`src/rtl/nn_argmax.sv`:
```
// Output activation and running argmax over a frame of NUM_NEURONS sums.
// Define NN_ARGMAX_RELU_EN for ReLU activation; otherwise identity.
module nn_argmax #(
  parameter int DATA_W      = 12,
  parameter int NUM_NEURONS = 10,
  parameter int IDX_W       = 4
) (
  input  logic              clk,
  input  logic              rst,
  input  logic              start,
  input  logic              in_valid,
  input  logic [DATA_W-1:0] in_data,
  output logic              in_ready,
  output logic              act_valid,
  output logic [DATA_W-1:0] act_out,
  output logic [IDX_W-1:0]  best_idx,
  output logic [DATA_W-1:0] best_val,
  output logic              done,
  output logic              busy
);

  typedef enum logic [1:0] {
    S_IDLE,
    S_RUN,
    S_DONE
  } state_t;

  localparam logic [IDX_W-1:0] LAST = IDX_W'(NUM_NEURONS - 1);

  state_t                    r_state;
  logic [IDX_W-1:0]          r_cnt;
  logic                      r_ready;
  logic                      r_busy;
  logic                      r_act_valid;
  logic signed [DATA_W-1:0]  r_act_out;
  logic [IDX_W-1:0]          r_best_idx;
  logic signed [DATA_W-1:0]  r_best_val;
  logic                      r_done;
  logic signed [DATA_W-1:0]  w_act;
  logic                      w_better;

`ifdef NN_ARGMAX_RELU_EN
  assign w_act = in_data[DATA_W-1] ? '0 : $signed(in_data);
`else
  assign w_act = $signed(in_data);
`endif

  assign w_better = (r_cnt == '0) || (w_act > r_best_val);

  always_ff @(posedge clk or posedge rst) begin
    if (rst) begin
      r_state     <= S_IDLE;
      r_cnt       <= '0;
      r_ready     <= 1'b0;
      r_busy      <= 1'b0;
      r_act_valid <= 1'b0;
      r_act_out   <= '0;
      r_best_idx  <= '0;
      r_best_val  <= '0;
      r_done      <= 1'b0;
    end else begin
      r_act_valid <= 1'b0;
      r_done      <= 1'b0;
      unique case (r_state)
        S_IDLE, S_DONE: begin
          if (start) begin
            r_state <= S_RUN;
            r_cnt   <= '0;
            r_ready <= 1'b1;
            r_busy  <= 1'b1;
          end else begin
            r_state <= S_IDLE;
          end
        end
        S_RUN: begin
          // a restart discards any transfer offered in the same cycle
          if (start) begin
            r_cnt <= '0;
          end else if (in_valid) begin
            r_act_valid <= 1'b1;
            r_act_out   <= w_act;
            if (w_better) begin
              r_best_val <= w_act;
              r_best_idx <= r_cnt;
            end
            if (r_cnt == LAST) begin
              r_state <= S_DONE;
              r_cnt   <= '0;
              r_ready <= 1'b0;
              r_busy  <= 1'b0;
              r_done  <= 1'b1;
            end else begin
              r_cnt <= r_cnt + 1'b1;
            end
          end
        end
        default: begin
          r_state <= S_IDLE;
          r_cnt   <= '0;
          r_ready <= 1'b0;
          r_busy  <= 1'b0;
        end
      endcase
    end
  end

  assign in_ready  = r_ready;
  assign busy      = r_busy;
  assign act_valid = r_act_valid;
  assign act_out   = r_act_out;
  assign best_idx  = r_best_idx;
  assign best_val  = r_best_val;
  assign done      = r_done;

endmodule
```
`config.mk`:
```
export PLATFORM = sky130hd
export DESIGN_NAME = nn_argmax
export DESIGN_NICKNAME = d
export VERILOG_FILES = /design/src/rtl/nn_argmax.sv
export SDC_FILE = /design/constraint.sdc
export NUM_CORES = 1
export LEC_CHECK = 0
export CAP_MARGIN = 10
export CORE_UTILIZATION = 48
export DETAILED_ROUTE_END_ITERATION = 10
export PLACE_DENSITY = 0.79
export SYNTH_ARGS = -nofsm -noshare
export SYNTH_HDL_FRONTEND = slang
export SYNTH_SLANG_ARGS = --single-unit
```
`constraint.sdc`:
```
create_clock -name clk -period 3 [get_ports clk]
set_input_delay 0.6 -clock clk [delete_from_list [all_inputs] [get_ports clk]]
set_output_delay 0.6 -clock clk [all_outputs]
set_load 0.1 [all_outputs]
```
== Word-level counts from Yosys, hierarchy flattened ==
Cells that the tools add are included.

* Reduce and logical (&&, ||, !) cells: 9
* Multiplexer cells: 22
* Add/sub/neg operators: 1
* Equal/unequal tests: 8
* $lt $le $gt $ge: 1
* Bitwise gates (word level): 1

{| class="wikitable"
|+ Operators with widths
! cell !! number
|-
| two-way mux 4 bit || 4
|-
| > comparator 12 bit || 1
|-
| two-way mux 1 bit || 12
|-
| inequality test 2 bit (second input constant) || 4
|-
| one-hot mux 4 bit (2 select lines) || 1
|-
| AND reduction 4 bit || 2
|-
| two-way mux 2 bit || 3
|-
| AND reduction 3 bit || 2
|-
| adder 4 x 1 -> 4 bit (second input constant) || 1
|-
| equality test 4 bit (second input constant) || 1
|-
| zero test 4 bit || 1
|-
| one-hot mux 2 bit (2 select lines) || 1
|-
| inequality test 3 bit (second input constant) || 1
|-
| equality test 2 x 1 -> 1 bit (second input constant) || 1
|-
| equality test 2 bit (second input constant) || 1
|-
| zero test 2 bit || 1
|-
| one-hot mux 1 bit (2 select lines) || 1
|-
| AND reduction 2 bit || 1
|-
| OR reduction 2 bit || 1
|-
| logical OR 1 bit || 1
|-
| NOT 1 bit || 1
|}

* Logic and storage cells: 50
* Register bits: 37

== Longest topological paths before layout ==
* Word-level depth: 5
* Mapped depth: 9

== Least setup slack after synthesis ==
Ideal clock, no wire load.

* Path kind: register to register
* From: register r_best_val[1] (netlist: best_val[1])
* To: register r_best_val[0] (netlist: best_val[0])
* Library setup time: 126 ps
* Stages on the path, launching flop included: 10
* Path slack: 83 ps
* Path buffers: 1
* Arrival time: 2791 ps
* Path through: dfrtp_1 -> inv_1 -> ha_1 -> nor2b_4 -> o211ai_1 -> a211o_2 -> nor4b_1 -> nor3_4 -> buf_6 -> mux2_4

* Longest elaborated chain between the ends: 3

{| class="wikitable"
|+ RTL lines
! element !! line !! text
|-
| from (decl) || 37 || <nowiki>logic signed [DATA_W-1:0] r_best_val;</nowiki>
|-
| from (signal assigned) || 83 || <nowiki>r_best_val <= w_act;</nowiki>
|-
| > comparator 12 bit || 48 || <nowiki>assign w_better = (r_cnt == '0) || (w_act > r_best_val);</nowiki>
|-
| logical OR 1 bit || 48 ||
|-
| AND reduction 4 bit (no line) || -- ||
|}

Every way passes these cells.
A chain may end at the register's enable or synchronous reset.

== Worst setup path in the final report ==
* From: input port in_data[10]
* To: register r_best_val[0] (netlist: best_val[0])

* Longest elaborated chain between the ends: 3

{| class="wikitable"
|+ RTL lines
! element !! line !! text
|-
| from (decl) || 12 || <nowiki>input logic [DATA_W-1:0] in_data,</nowiki>
|-
| > comparator 12 bit || 48 ||
|-
| logical OR 1 bit || 48 ||
|-
| AND reduction 4 bit (no line) || -- ||
|}

Every way passes these cells.

==> results.rst <==
.. list-table::
   :header-rows: 1

   * - Metric
     - Value
   * - Most common cell after layout, fill and taps aside
     - sky130_fd_sc_hd__buf_4
   * - Minimum setup slack among reg-to-reg paths
     - 0.61 ns
   * - Critical path's top delay family
     - buffers and inverters
   * - Worst slack after detailed placement
     - -0.05860 ns
   * - Post-CTS setup buffer count
     - 0
   * - Total Negative Setup Slacks
     - 0 ns
   * - Count of endpoints failing hold in the final timing report
     - 0
   * - Min-Delay Path Class
     - register to register
   * - Layout net count
     - 267
   * - Leading cell types by total area after synthesis
     - sky130_fd_sc_hd__dfrtp_1 50%, sky130_fd_sc_hd__ha_1 10%, sky130_fd_sc_hd__mux2_4 8.1%
   * - Source of the critical timing path
     - in_data[10]
   * - Number of gates given a new drive strength after cts
     - 0
   * - Number of failing setup endpoints in the final timing report
     - 0
   * - CP Data Required Time
     - 3.17 ns
   * - Port Buffers
     - 47
   * - Static leakage
     - 0.001295 µW
   * - Clock transition at the registers of the reported paths
     - 0.07 ns
   * - Total nets after synthesis
     - 206
   * - Total overflow reported by the global router
     - 0
   * - Layout Cells excl Fill
     - 284
   * - Number of CTS-inserted buffers
     - 5
   * - Number of gates on the worst path with buffers counted
     - 8
   * - Relative slew slack
     - 0.6992
   * - Largest clock skew in the final design
     - 0.006357 ns
   * - Outcome
     - complete, no violations
   * - Nature of the critical path startpoint
     - input port
   * - Total Routing Usage GR
     - 0.2134
   * - Maximum Capacitance Violations
     - 0
   * - Worst slew pin tran
     - 0.4512 ns
   * - Max frequency
     - 359.5 MHz
   * - Average wire per cell in the routed design
     - 13.79 µm
   * - Ports
     - 48
   * - Final weighted congestion in routability-driven placement
     - 0.7900
   * - Final WS setup
     - 0.2183 ns
   * - Routed wire length
     - 3.917 mm
   * - Vertical die dimension
     - 64.24 µm
   * - Largest net degree at the start of global routing
     - 38
   * - Initial antenna violation count
     - 0
   * - Tcrit/Tclk final
     - 0.9272
   * - Filler cell count in the final layout
     - 329
   * - Buffers and inverters on the worst path
     - 2
   * - Top library cells by usage in the layout, fill and taps aside
     - 44 x sky130_fd_sc_hd__buf_4, 40 x sky130_fd_sc_hd__nand2_1, 37 x sky130_fd_sc_hd__dfrtp_1
   * - Initial standard-cell utilization of the core
     - 0.5041
   * - Die boundary width
     - 64.24 µm
   * - Cells on worst reg2reg path
     - 8
   * - Data arrival, critical path
     - 2.96 ns
   * - Max VDD drop
     - 0.7174 mV
   * - Share of final-layout standard cells stronger than drive strength 1
     - 0.3136
   * - Number of H-tree branching levels
     - 2
   * - Clock tree from TritonCTS
     - built
   * - Hold_ws
     - 0.4776 ns
   * - Total standard cell area after synthesis
     - 1859 µm²
   * - Unrepaired setup endpoints after global routing
     - no
   * - P per Cell Area
     - 1128 nW/µm²
   * - Half-perimeter wire length after placement
     - 2.965 mm
   * - Hold Startpoint
     - act_out[5]
   * - TritonCTS Sinks
     - 37
   * - Drt first-iter violations
     - 49
   * - Syn. warnings
     - 0
   * - Crit path max fanout
     - 8
   * - Critical path endpoint category
     - register
   * - Number of max-slew violations in the final report
     - 0
   * - CTS Root Cell
     - sky130_fd_sc_hd__clkbuf_8
   * - Global-route wire length before repair
     - 6.513 mm
   * - Sequential cell area fraction in the yosys report
     - 0.4980
   * - Post-synth cell types
     - 29
   * - CP max stage delay
     - 0.46 ns
   * - Remaining design rule violation count
     - 0
   * - Total placed cells including tap cells
     - 277
   * - Flip-flop and latch count after synthesis
     - 37
   * - Vias per inst
     - 5.032
   * - Hold Buf Count CTS
     - 0
   * - Gate count after technology mapping
     - 175
   * - Number of routed nets with antenna violations
     - 0
   * - Startpoint of the lowest-slack register-to-register path
     - best_val[10]
   * - Cell depth of the worst hold path
     - 2
   * - Core area
     - 3689 µm²
   * - Die Footprint
     - 4126 µm²
   * - Post-Synthesis Mean Instance Area
     - 10.62 µm²
   * - Number of rows created at floorplan
     - 22
   * - Min cycle time layout
     - 2.782 ns
   * - Antenna cell count
     - 0
   * - Via count of the first global-routing pass
     - 1403
   * - Portion of synthesized cell area occupied by the leading cell type
     - 0.4980
   * - Clock Tree Buf Depth
     - 2
   * - First-pass iteration count of the detailed router
     - 4
   * - Max stage delay cell, worst path
     - sky130_fd_sc_hd__clkdlybuf4s50_1
   * - Cell taking the most area after synthesis
     - sky130_fd_sc_hd__dfrtp_1
   * - Final Core Density
     - 0.6703
   * - Area overhead of the layout relative to synthesis
     - 32.97%
   * - Worst Setup Path Type
     - input port to register
   * - CP cell instances
     - clkdlybuf4s50_1 -> ha_1 -> nand4_1 -> o311ai_1 -> a21oi_1 -> nor3_4 -> buf_4 -> mux2_4
   * - Total via count after detailed routing
     - 1429
   * - Clock insertion delay at the later pin of the skew report
     - 0.29 ns
==> power breakdown <==
group	total [µW]	internal (µW)	switching (µW)	leakage [µW]
sequential	726	626	100	0.000461
combinational	1650	461	1190	0.000780
clock	409	241	168	0.0000540
==> stage by stage <==
step / cell area (µm²) / total power (µW)
floorplan: 1859 / 2030
global placement: 2369 / 2365
detailed placement: 2369 / 2387
CTS: 2472 / 2806
global route: 2472 / 2905
finish: 2472 / 2788
==> cells in the mapped netlist <==
master,n
sky130_fd_sc_hd__a211o_2,1
sky130_fd_sc_hd__a21oi_1,11
sky130_fd_sc_hd__a22o_1,1
sky130_fd_sc_hd__buf_2,1
sky130_fd_sc_hd__buf_4,1
sky130_fd_sc_hd__buf_6,1
sky130_fd_sc_hd__clkbuf_1,2
sky130_fd_sc_hd__dfrtp_1,37
sky130_fd_sc_hd__ha_1,15
sky130_fd_sc_hd__inv_1,16
sky130_fd_sc_hd__mux2_2,7
sky130_fd_sc_hd__mux2_4,10
sky130_fd_sc_hd__nand2_1,40
sky130_fd_sc_hd__nand2b_1,2
sky130_fd_sc_hd__nand3_1,4
sky130_fd_sc_hd__nand3_2,1
sky130_fd_sc_hd__nand4_1,3
sky130_fd_sc_hd__nor2_1,7
sky130_fd_sc_hd__nor2b_4,1
sky130_fd_sc_hd__nor3_1,1
sky130_fd_sc_hd__nor3_4,1
sky130_fd_sc_hd__nor4b_1,1
sky130_fd_sc_hd__o211ai_1,1
sky130_fd_sc_hd__o21a_1,1
sky130_fd_sc_hd__o21ai_0,5
sky130_fd_sc_hd__o22ai_1,1
sky130_fd_sc_hd__o311ai_1,1
sky130_fd_sc_hd__or2_2,1
sky130_fd_sc_hd__or3b_2,1
==> worst min-delay path, stage by stage, from the launching register on <==
cell and delay, ns:
sky130_fd_sc_hd__dfrtp_1 0.34, sky130_fd_sc_hd__nand2_1 0.05, sky130_fd_sc_hd__nand2_1 0.05
==> routing by layer <==
layer	wire (µm)	vias to the layer above	GRT usage
li1	-	708	-
met1	1770	675	0.2667
met2	1902	39	0.3457
met3	163	7	0.05000
met4	80	0	0.1056
met5	0	-	0
==> layout make-up <==
cell class / count / area [µm²] / share of cell area
Sequential cell: 37 / 925.9 / 0.3745
Multi-Input combinational cell: 117 / 842.1 / 0.3406
Timing Repair Buffer: 59 / 480.5 / 0.1943
Clock buffer: 5 / 68.82 / 0.02783
Inverter: 16 / 60.06 / 0.02429
Tap cell: 48 / 60.06 / 0.02429
Clock inverter: 2 / 35.03 / 0.01417
==> registers in the layout (all words and copies together), names as in the netlist <==
signal     cells
done           1
r_state        2
best_idx       4
busy           1
best_val      12
r_cnt          4
act_out       12
act_valid      1
==> cell families (layout without fill, tap and decap cells) <==
family / after synthesis / after routing / synth area share
AOI/OAI and AO/OA: 22 / 22 / 0.06932
and+or+nand+nor: 63 / 63 / 0.1595
DFF: 37 / 37 / 0.4980
buffers and inverters: 21 / 82 / 0.04913
muxes: 17 / 17 / 0.1231
adders and majority gates: 15 / 15 / 0.1009
==> path summary, 6_finish.rpt <==
check	to
max in group asynchronous	act_out[10]
hold / removal	act_out[5]
hold reg to reg	act_out[5]
setup reg to reg	best_val[0]
setup / recovery	best_val[0]
min in group asynchronous	busy
No activity file was read; power rests on OpenSTA's default activity.
